`config.mk`:
```
export PLATFORM = sky130hd
export DESIGN_NAME = uart_rx_fifo_flat
export DESIGN_NICKNAME = d
export VERILOG_FILES = /design/src/rtl/uart_rx_fifo_if.sv /design/src/rtl/uart_rx_fifo.sv /design/src/flat_wrapper.sv
export SDC_FILE = /design/constraint.sdc
export NUM_CORES = 1
export LEC_CHECK = 0
export ABC_AREA = 1
export CORE_AREA = 4 4 111 113
export CTS_CLUSTER_SIZE = 30
export DETAILED_ROUTE_END_ITERATION = 16
export DIE_AREA = 0 0 115 117
export GPL_ROUTABILITY_DRIVEN = 0
export PLACE_DENSITY = 0.71
export SETUP_SLACK_MARGIN = 0.4
export SKIP_CTS_REPAIR_TIMING = 1
export SLEW_MARGIN = 20
export SYNTH_ARGS = -nofsm -noshare
export SYNTH_HDL_FRONTEND = slang
export SYNTH_SLANG_ARGS = --single-unit
export TNS_END_PERCENT = 1
```
`constraint.sdc`:
```
create_clock -name clk -period 2.75 [get_ports clk]
set_clock_uncertainty 0.15 [all_clocks]
set_input_delay 0.275 -clock clk [delete_from_list [all_inputs] [get_ports clk]]
set_output_delay 0.275 -clock clk [all_outputs]
set_load 0.02 [all_outputs]
```
`src/rtl/uart_rx_fifo_if.sv`:
```
// rtl/uart_rx_fifo_if.sv - receiver-side strobe and consumer-side pop bundle for uart_rx_fifo
interface uart_rx_fifo_if #(
  parameter int DATA_W     = 8,
  parameter int DEPTH_LOG2 = 4
);
  logic [DATA_W-1:0]     i_rx_d;
  logic                  i_rx_complete;
  logic                  i_rx_error;
  logic                  i_rd_en;
  logic                  i_ovf_clr;
  logic [DATA_W-1:0]     o_rd_d;
  logic                  o_rd_err;
  logic                  o_empty;
  logic                  o_full;
  logic [DEPTH_LOG2:0]   o_count;
  logic                  o_overflow;
  logic                  o_err_drop;

  modport master (
    output i_rx_d, i_rx_complete, i_rx_error, i_rd_en, i_ovf_clr,
    input  o_rd_d, o_rd_err, o_empty, o_full, o_count, o_overflow, o_err_drop
  );

  modport slave (
    input  i_rx_d, i_rx_complete, i_rx_error, i_rd_en, i_ovf_clr,
    output o_rd_d, o_rd_err, o_empty, o_full, o_count, o_overflow, o_err_drop
  );
endinterface

```
`src/rtl/uart_rx_fifo.sv`:
```
// rtl/uart_rx_fifo.sv - first-word-fall-through receive FIFO behind the UART receiver
// Define UART_RX_FIFO_ERR_TAG_EN to store errored frames with a tag bit instead of dropping them.
module uart_rx_fifo #(
  parameter int DATA_W     = 8,
  parameter int DEPTH_LOG2 = 4
) (
  input  logic            clk,
  input  logic            rst,
  uart_rx_fifo_if.slave   bus
);
  localparam int DEPTH = 1 << DEPTH_LOG2;
  localparam logic [DEPTH_LOG2:0] FULL_CNT = DEPTH[DEPTH_LOG2:0];
`ifdef UART_RX_FIFO_ERR_TAG_EN
  localparam int MEM_W = DATA_W + 1;
`else
  localparam int MEM_W = DATA_W;
`endif

  logic [MEM_W-1:0]      mem [DEPTH];
  logic [DEPTH_LOG2-1:0] wr_ptr;
  logic [DEPTH_LOG2-1:0] rd_ptr;
  logic [DEPTH_LOG2:0]   count;
  logic                  overflow;
  logic                  empty;
  logic                  full;
  logic                  accept;
  logic                  push_req;
  logic                  pop;
  logic                  wr_ok;
  logic                  drop;
  logic                  err_hit;
  logic [MEM_W-1:0]      wdata;
  logic [MEM_W-1:0]      head;

`ifdef UART_RX_FIFO_ERR_TAG_EN
  assign accept  = 1'b1;
  assign err_hit = 1'b0;
  assign wdata   = {bus.i_rx_error, bus.i_rx_d};
`else
  assign accept  = ~bus.i_rx_error;
  assign err_hit = bus.i_rx_complete & bus.i_rx_error;
  assign wdata   = bus.i_rx_d;
`endif

  assign empty    = (count == '0);
  assign full     = (count == FULL_CNT);
  assign push_req = bus.i_rx_complete & accept;
  assign pop      = bus.i_rd_en & ~empty;
  // A full FIFO still accepts a push when the head leaves in the same cycle.
  assign wr_ok    = push_req & (~full | pop);
  assign drop     = push_req & full & ~pop;

  always_ff @(posedge clk) begin
    if (wr_ok) mem[wr_ptr] <= wdata;
  end

  always_ff @(posedge clk or posedge rst) begin
    if (rst) begin
      wr_ptr   <= '0;
      rd_ptr   <= '0;
      count    <= '0;
      overflow <= 1'b0;
    end else begin
      if (wr_ok) wr_ptr <= wr_ptr + 1'b1;
      if (pop)   rd_ptr <= rd_ptr + 1'b1;
      case ({wr_ok, pop})
        2'b10:   count <= count + 1'b1;
        2'b01:   count <= count - 1'b1;
        default: count <= count;
      endcase
      if (drop)               overflow <= 1'b1;
      else if (bus.i_ovf_clr) overflow <= 1'b0;
    end
  end

`ifdef UART_RX_FIFO_ERR_TAG_EN
  assign bus.o_err_drop = 1'b0;
  assign bus.o_rd_err   = empty ? 1'b0 : head[DATA_W];
  logic unused_err;
  assign unused_err = err_hit;
`else
  logic err_drop;
  always_ff @(posedge clk or posedge rst) begin
    if (rst)                err_drop <= 1'b0;
    else if (err_hit)       err_drop <= 1'b1;
    else if (bus.i_ovf_clr) err_drop <= 1'b0;
  end
  assign bus.o_err_drop = err_drop;
  assign bus.o_rd_err   = 1'b0;
`endif

  assign head           = mem[rd_ptr];
  assign bus.o_rd_d     = empty ? '0 : head[DATA_W-1:0];
  assign bus.o_empty    = empty;
  assign bus.o_full     = full;
  assign bus.o_count    = count;
  assign bus.o_overflow = overflow;
endmodule

```
`src/flat_wrapper.sv`:
```
// flat-port wrapper written by rule: the top's interface ports become plain ports
module uart_rx_fifo_flat 
#(
  parameter int DATA_W     = 8,
  parameter int DEPTH_LOG2 = 4
)
  (clk, rst, bus_i_rx_d, bus_i_rx_complete, bus_i_rx_error, bus_i_rd_en, bus_i_ovf_clr, bus_o_rd_d, bus_o_rd_err, bus_o_empty, bus_o_full, bus_o_count, bus_o_overflow, bus_o_err_drop);
  uart_rx_fifo_if #(.DATA_W(DATA_W), .DEPTH_LOG2(DEPTH_LOG2)) bus_i ();
  input  logic clk;
  input  logic rst;
  input wire logic [$bits(bus_i.i_rx_d)-1:0] bus_i_rx_d;
  input wire logic [$bits(bus_i.i_rx_complete)-1:0] bus_i_rx_complete;
  input wire logic [$bits(bus_i.i_rx_error)-1:0] bus_i_rx_error;
  input wire logic [$bits(bus_i.i_rd_en)-1:0] bus_i_rd_en;
  input wire logic [$bits(bus_i.i_ovf_clr)-1:0] bus_i_ovf_clr;
  output wire logic [$bits(bus_i.o_rd_d)-1:0] bus_o_rd_d;
  output wire logic [$bits(bus_i.o_rd_err)-1:0] bus_o_rd_err;
  output wire logic [$bits(bus_i.o_empty)-1:0] bus_o_empty;
  output wire logic [$bits(bus_i.o_full)-1:0] bus_o_full;
  output wire logic [$bits(bus_i.o_count)-1:0] bus_o_count;
  output wire logic [$bits(bus_i.o_overflow)-1:0] bus_o_overflow;
  output wire logic [$bits(bus_i.o_err_drop)-1:0] bus_o_err_drop;
  assign bus_i.i_rx_d = bus_i_rx_d;
  assign bus_i.i_rx_complete = bus_i_rx_complete;
  assign bus_i.i_rx_error = bus_i_rx_error;
  assign bus_i.i_rd_en = bus_i_rd_en;
  assign bus_i.i_ovf_clr = bus_i_ovf_clr;
  assign bus_o_rd_d = bus_i.o_rd_d;
  assign bus_o_rd_err = bus_i.o_rd_err;
  assign bus_o_empty = bus_i.o_empty;
  assign bus_o_full = bus_i.o_full;
  assign bus_o_count = bus_i.o_count;
  assign bus_o_overflow = bus_i.o_overflow;
  assign bus_o_err_drop = bus_i.o_err_drop;
  uart_rx_fifo #(.DATA_W(DATA_W), .DEPTH_LOG2(DEPTH_LOG2)) u_core (.clk(clk), .rst(rst), .bus(bus_i));
endmodule
```
==> flow_metrics.py, run 1 <==
metrics = {
    "flow_run": {
        "max_cap_violations": 0,
    },
    "timing": {
        "slew_headroom": 0.499,
        "tightest_slew_ns": 0.749,
        "finalWorstPathRequiredPeriod_ns": 2.56,
        "fraction_of_the_cycle_the_final_worst_path_needs": 0.929,
        "finalMaxSlewViolations": 0,
        "setup_viol": 0,
        "finalHoldViolCount": 0,
        "timing.setup.tns_ns": 0,
        "rsz_0062_raised_after_global_routing": "true",
        "timing.fmax_ghz": 0.391,
    },
    "power_and_ir_drop": {
        "netSwitchingPower_mw": 2.66,
        "clock_network_fraction_of_total_power": 0.308,
        "sequentialPowerShare": 0.341,
        "max_rail_drop_vdd_mv": 0.781,
        "total_power_mw": 7.89,
        "switching_share": 0.338,
        "p_comb_frac": 0.350,
        "internal-power_mw": 5.22,
        "power_density_mw_per_mm2": 1090,
        "total_leakage_power_nw": 2.73,
    },
    "cells_and_area": {
        "syn2layout_area_growth_pct": 20.7,
        "final_cell_mix": "sky130_fd_sc_hd__edfxtp_1, sky130_fd_sc_hd__nor2_1, sky130_fd_sc_hd__nand2_1",
        "final_nets": 520,
        "final_common_cell": "sky130_fd_sc_hd__edfxtp_1",
        "post_layout_cell_count": 656,
        "antenna_cells_inserted": 0,
        "post_route_cells_drive_above_1_share": 0.144,
        "postLayoutCellArea_mm2": 0.00727,
        "fillers": 839,
    },
    "synthesis": {
        "synthMuxAreaShare": 0.0399,
        "netlist_top_cells_area": "sky130_fd_sc_hd__edfxtp_1, sky130_fd_sc_hd__dfrtp_1, sky130_fd_sc_hd__o221ai_1, sky130_fd_sc_hd__mux2i_1, sky130_fd_sc_hd__nor2_1",
        "ffs_latches_synth": 143,
        "synth_seq_area_share": 0.701,
        "area_fraction_in_compound_gates_after_synthesis": 0.0960,
        "avgSynthCellArea_um2": 13.4,
        "async_flop_share": 0.105,
        "synth_xor_xnor_area_share": 0.0131,
        "netlist_instances": 448,
        "mappedNetlistNets": 468,
        "count_of_different_cell_masters_after_synthesis": 32,
        "synth_top_area_frac": 0.638,
        "post_synth_instance_area_mm2": 0.00602,
        "dominant_synthesized_flop_cell": "sky130_fd_sc_hd__edfxtp_1",
        "dominant_cell_type_by_area_after_synthesis": "sky130_fd_sc_hd__edfxtp_1",
        "largest_family_of_logic_cells_by_synthesized_area": "simple AND/OR/NAND/NOR gates",
        "simple_gate_area_share_of_the_yosys_netlist": 0.103,
        "yosys_warnings": 0,
        "synth_enable_flop_cells": 128,
        "post_synth_fa_ha_maj_area_fraction": 0.0125,
    },
    "clock_tree": {
        "clk_path_buf_depth": 2,
        "insertion_delay_ns": 0.42,
        "cts_num_sinks": 143,
        "cts_root_buffer": "sky130_fd_sc_hd__clkbuf_16",
        "tritoncts": "built",
        "cts_made_buffers": 17,
        "clk_pin_slew_worst_paths_ns": 0.06,
        "cts-htree-levels": 4,
    },
    "setup_path": {
        "cp-end-kind": "output port",
        "critical_path.startpoint_type": "flip-flop",
        "critical_path_peak_fanout": 29,
        "worstPathRequired_ns": 2.33,
        "timing.critical_path.arrival_ns": 2.13,
        "worst-setup-path-type": "reg -> out",
    },
    "grt": {
        "first_global_vias": 3769,
        "antenna_found_initial": 0,
        "globalRouteOverflowTotal": 0,
        "wire_length_of_the_first_global_routing_pass_um": 20200,
        "grt_max_degree": 68,
        "track_usage": 0.208,
    },
    "floorplanning": {
        "placeableCoreArea_mm2": 0.0113,
        "dieArea_mm2": 0.0135,
        "num_rows": 39,
        "initial_core_util": 0.532,
        "die_y_um": 117,
        "floorplan.die.width_um": 115,
        "io_pins": 32,
    },
    "routing": {
        "detail_route.wirelength.met1_um": 5440,
        "final_antenna_net_count": 0,
        "highest_metal_layer_used_by_the_detailed_router": "met4",
        "drt_first_pass_iters": 5,
        "met3_length_um": 1070,
        "dr_wl_met2_um": 6530,
        "number_of_drc_violations_after_detailed_routing_iteration_0": 394,
        "route.detailed.wl_per_inst_um": 20.2,
        "number_of_vias_per_cell_after_detailed_routing": 5.83,
        "detail_route.drc_violations": 0,
        "dr_total_vias": 3825,
        "drt_wl_total_um": 13200,
    },
    "min_path": {
        "holdCritPathClass": "in -> async",
    },
    "placed_design": {
        "place_hpwl_um": 8520,
        "placed_cells": 624,
        "placed_area_mm2": 0.00663,
        "buffer_ports.inserted": 30,
    },
    "status": {
        "outcome": "finished, final reports clean",
    },
}
-- cells in the mapped netlist, types with 3 or more instances --
library cell               number
sky130_fd_sc_hd__inv_1         21
sky130_fd_sc_hd__buf_4          4
sky130_fd_sc_hd__nand2_2        3
sky130_fd_sc_hd__dfrtp_1       15
sky130_fd_sc_hd__edfxtp_1     128
sky130_fd_sc_hd__nand2_4        3
sky130_fd_sc_hd__o221ai_1      32
sky130_fd_sc_hd__mux2i_1       24
sky130_fd_sc_hd__xor2_1         9
sky130_fd_sc_hd__nand4_1        4
sky130_fd_sc_hd__nand3_4        3
sky130_fd_sc_hd__ha_1           6
sky130_fd_sc_hd__o21bai_1       8
sky130_fd_sc_hd__nand2_1       36
sky130_fd_sc_hd__buf_2          7
sky130_fd_sc_hd__nor2_1        58
sky130_fd_sc_hd__nand3_1       19
sky130_fd_sc_hd__clkbuf_1      10
sky130_fd_sc_hd__o21ai_0       34
sky130_fd_sc_hd__a21oi_1        8
-- worst paths after layout --
check	start	to	slack, ns	cells after the start
worst max-delay path	u_core.rd_ptr[0]	bus_o_rd_d[2]	0.19	7
worst min-delay path	rst	u_core.bus.o_count[1]	0.1	2
worst max register to register	u_core.bus.o_count[2]	u_core.bus.o_count[4]	0.75	15
worst min register to register	u_core.bus.o_count[4]	u_core.bus.o_count[4]	0.36	2
max in group asynchronous	rst	u_core.rd_ptr[0]	1.90	2
min in group clk	bus_i_ovf_clr	u_core.bus.o_overflow	0.32	2
-- final cells by class --
class	count	area (µm²)	share of cell area
clock inverter	13	194	0.0267
tap	143	179	0.0246
multi-input combinational	257	1590	0.219
inverter	25	98.8	0.0136
timing repair buffer	56	548	0.0754
sequential	143	4220	0.581
clock buffer	19	433	0.0596
-- state kept, by name (all words and copies together) (netlist names) --
register / flops
u_core.mem: 128
u_core.bus.o_count: 5
u_core.rd_ptr: 4
u_core.bus.o_overflow: 1
u_core.bus.o_err_drop: 1
u_core.wr_ptr: 4
-- through the flow --
step / utilization / setup WS [ns] / hold slack (ns)
after global routing: 0.642 / 0.0596 / 0.140
after detailed placement: 0.585 / 0.232 / 0.352
after CTS: 0.641 / -0.223 / 0.0981
after global placement: 0.585 / 0.323 / 0.348
after floorplan: - / 0.679 / 0.0265
final: 0.642 / 0.194 / 0.0975
-- power by group through the flow --
stage	clock [mW]	sequential (mW)	combinational (mW)
2_1_floorplan	0	2.74	1.78
3_3_place_gp	0	2.73	2.73
3_5_place_dp	0	2.74	2.79
4_1_cts	2.46	2.70	2.82
5_1_grt	2.54	2.72	3.01
6_report	2.43	2.69	2.76
-- metal layers --
metal,vias to the layer above,global-route usage
li1,1756,-
met1,1869,0.262
met4,0,0.0626
met5,-,0
met3,18,0.0720
met2,182,0.343
-- kinds of logic (layout without fill, tap and decap cells) --
| kind of cell | after synthesis | count (layout) |
|---|---|---|
| xor gates and xnor gates | 9 | 9 |
| muxes | 24 | 24 |
| other | 1 | 1 |
| AOI/OAI and AO/OA | 86 | 86 |
| DFF | 143 | 143 |
| buffers and inverters | 48 | 113 |
| adders and majority gates | 6 | 6 |
| and+or+nand+nor | 131 | 131 |
-- worst max-delay path, cell delays in order (launching register included) --
cell	delay [ns]
sky130_fd_sc_hd__dfrtp_2	0.43
sky130_fd_sc_hd__inv_1	0.17
sky130_fd_sc_hd__buf_12	0.21
sky130_fd_sc_hd__nor2_1	0.07
sky130_fd_sc_hd__o221ai_1	0.24
sky130_fd_sc_hd__nand3_1	0.15
sky130_fd_sc_hd__a21oi_1	0.18
sky130_fd_sc_hd__dlymetal6s2s_1	0.25
Note: power is estimated with default switching activity, not from simulation.
==> run 2: changes to the inputs <==
--- a/config.mk
+++ b/config.mk
@@ -6,10 +6,10 @@
 export NUM_CORES = 1
 export LEC_CHECK = 0
 export ABC_AREA = 1
-export CORE_AREA = 4 4 111 113
+export CORE_AREA = 4 4 95 132
 export CTS_CLUSTER_SIZE = 30
 export DETAILED_ROUTE_END_ITERATION = 16
-export DIE_AREA = 0 0 115 117
+export DIE_AREA = 0 0 99 136
 export GPL_ROUTABILITY_DRIVEN = 0
 export PLACE_DENSITY = 0.71
 export SETUP_SLACK_MARGIN = 0.4
==> run 2 against run 1 <==
  * Via count is 0.13% lower
  * Setup slack gained 0.0049 ns
  * Register-to-register slack worse by 0.12 ns
  * Final cell count up 0.46%
  * Critical path depth did not move
  * Routed wire length shrank 2.2%
  * Sequential share of layout area increased by 0.19 points
  * Sequential power about the same
  * Non-clock buffer count rose by 2
  * Largest power group unchanged
  * Highest routed layer unchanged
==> flow_metrics.py, run 2 (synthesized netlist as in run 1, its figures left out) <==
metrics = {
    "clock_tree": {
        "cts_root_buffer": "sky130_fd_sc_hd__clkbuf_16",
        "clk_pin_slew_worst_paths_ns": 0.06,
        "tritoncts": "built",
        "cts_made_buffers": 17,
        "clk_path_buf_depth": 2,
        "insertion_delay_ns": 0.41,
        "cts_num_sinks": 143,
        "cts-htree-levels": 4,
    },
    "setup_path": {
        "cp-end-kind": "output port",
        "worstPathRequired_ns": 2.33,
        "crit_path_cells": "clkinvlp_4 -> buf_4 -> nor2_1 -> o221ai_1 -> nand3_1 -> a21oi_1 -> dlymetal6s2s_1",
        "cp-endpoint": "bus_o_rd_d[3]",
        "critical_path.startpoint_type": "flip-flop",
        "worst_r2r_startpoint": "u_core.bus.o_count[2]",
        "r2r_cells": 9,
        "critical_path_cell_count": 7,
        "worst-setup-path-type": "reg -> out",
        "critical_path.top_delay_family": "buffers and inverters",
        "max_stage_delay_ns": 0.46,
        "crit-reg2reg-capture": "u_core.mem[9][2]",
        "crit_path_start": "u_core.rd_ptr[0]",
        "buffers_plus_inverters_on_the_worst_setup_path": 3,
        "reg2reg_setup_slack_ns": 0.63,
        "timing.critical_path.arrival_ns": 2.13,
        "critical_path_peak_fanout": 8,
        "cpMaxStageDelayCell": "sky130_fd_sc_hd__dfrtp_2",
    },
    "grt": {
        "grt.met1_usage": 0.237,
        "global_route.usage.met3": 0.0364,
        "grt_max_degree": 49,
        "globalRouteMet2Util": 0.363,
        "globalRouteOverflowTotal": 0,
        "first_global_vias": 3988,
        "antenna_found_initial": 0,
        "track_usage": 0.202,
        "wire_length_of_the_first_global_routing_pass_um": 20700,
        "layer_carrying_the_most_global_route_usage": "met2",
    },
    "timing": {
        "finalWorstPathRequiredPeriod_ns": 2.55,
        "fin_worst_hold_slack_ns": 0.0986,
        "finalMaxSlewViolations": 0,
        "rsz_0062_raised_after_global_routing": "true",
        "setup_viol": 0,
        "fraction_of_the_cycle_the_final_worst_path_needs": 0.928,
        "finalHoldViolCount": 0,
        "slew_headroom": 0.568,
        "tightest_slew_ns": 0.645,
        "timing.fmax_ghz": 0.392,
    },
    "cells_and_area": {
        "top_register": "u_core.mem",
        "largest_register_ff_count": 128,
        "final_cell_mix": "sky130_fd_sc_hd__edfxtp_1, sky130_fd_sc_hd__nor2_1, sky130_fd_sc_hd__nand2_1",
        "syn2layout_area_growth_pct": 20.3,
        "final_common_cell": "sky130_fd_sc_hd__edfxtp_1",
        "final_core_util": 0.639,
        "final_nets": 522,
        "post_route_cells_drive_above_1_share": 0.151,
        "antenna_cells_inserted": 0,
    },
    "floorplanning": {
        "floorplan.die.width_um": 99,
        "dieArea_mm2": 0.0135,
        "num_rows": 46,
        "placeableCoreArea_mm2": 0.0113,
        "die_y_um": 136,
        "io_pins": 32,
        "initial_core_util": 0.531,
    },
    "routing": {
        "number_of_drc_violations_after_detailed_routing_iteration_0": 329,
        "drt_wl_total_um": 12900,
        "detail_route.drc_violations": 0,
        "drt_first_pass_iters": 5,
        "final_antenna_net_count": 0,
        "dr_total_vias": 3820,
        "number_of_vias_per_cell_after_detailed_routing": 5.80,
        "route.detailed.wl_per_inst_um": 19.6,
    },
    "flow_run": {
        "max_cap_violations": 0,
    },
    "power_and_ir_drop": {
        "total_leakage_power_nw": 2.71,
        "max_rail_drop_vdd_mv": 0.950,
        "power_density_mw_per_mm2": 1070,
    },
    "status": {
        "outcome": "finished, final reports clean",
    },
    "placed_design": {
        "place_hpwl_um": 8490,
        "buffer_ports.inserted": 30,
    },
    "min_path": {
        "holdCritPathClass": "in -> async",
    },
}
[run 2: changes by cell type in the layout (fill, tap and decap cells not counted), sizes merged]
cell / delta
clkinv: +1
bufinv: -3
buf: +2
inv: +1
clkinvlp: +2
clkbuf: -2
dlymetal6s2s: +1
[run 2: worst min path at each step]
stage                                from                    end  slack, ns  cells after the start
floorplan                             rst  u_core.bus.o_count[0]       0.03                      1
global placement    u_core.bus.o_count[4]  u_core.bus.o_count[4]       0.35                      2
detailed placement  u_core.bus.o_count[4]  u_core.bus.o_count[4]       0.36                      2
CTS                                   rst  u_core.bus.o_count[4]       0.11                      2
global route                          rst  u_core.bus.o_count[0]       0.14                      2
finish                                rst       u_core.wr_ptr[1]        0.1                      2
[run 2: area by class of cell]
type	count	area [µm²]
clock inverters	14	143
well taps	144	180
repair buffers	58	574
clock buffers	18	429
flip-flops and latches	143	4220
multi-input cells	257	1590
fillers	802	4100
inverters	25	103
[run 2: power by group]
group	switching [mW]	leakage [nW]	internal (mW)
Combinational	1.70	1.11	1.10
Clock	0.857	0.276	1.33
Sequential	0.158	1.33	2.56
Total	2.72	2.71	5.00
[run 2: per-layer routing]
| layer | wire length [µm] | part of all wire | vias to the layer above |
|---|---|---|---|
| li1 | - | - | 1764 |
| met2 | 7160 | 0.55 | 136 |
| met5 | 0 | 0 | - |
| met1 | 4870 | 0.38 | 1895 |
| met4 | 292 | 0.023 | 0 |
| met3 | 623 | 0.048 | 25 |
[run 2: stage by stage]
stage          cells  TNS (ns)  cell area (µm²)  power (mW)  worst slack, ns
2_1_floorplan    448         0             6020        4.52            0.679
3_3_place_gp     627         0             6630        5.49            0.204
3_5_place_dp     627         0             6630        5.55            0.174
4_1_cts          659     -1.84             7200        7.75           -0.302
5_1_grt          659         0             7240        8.14            0.108
6_report         659         0             7240        7.72            0.199
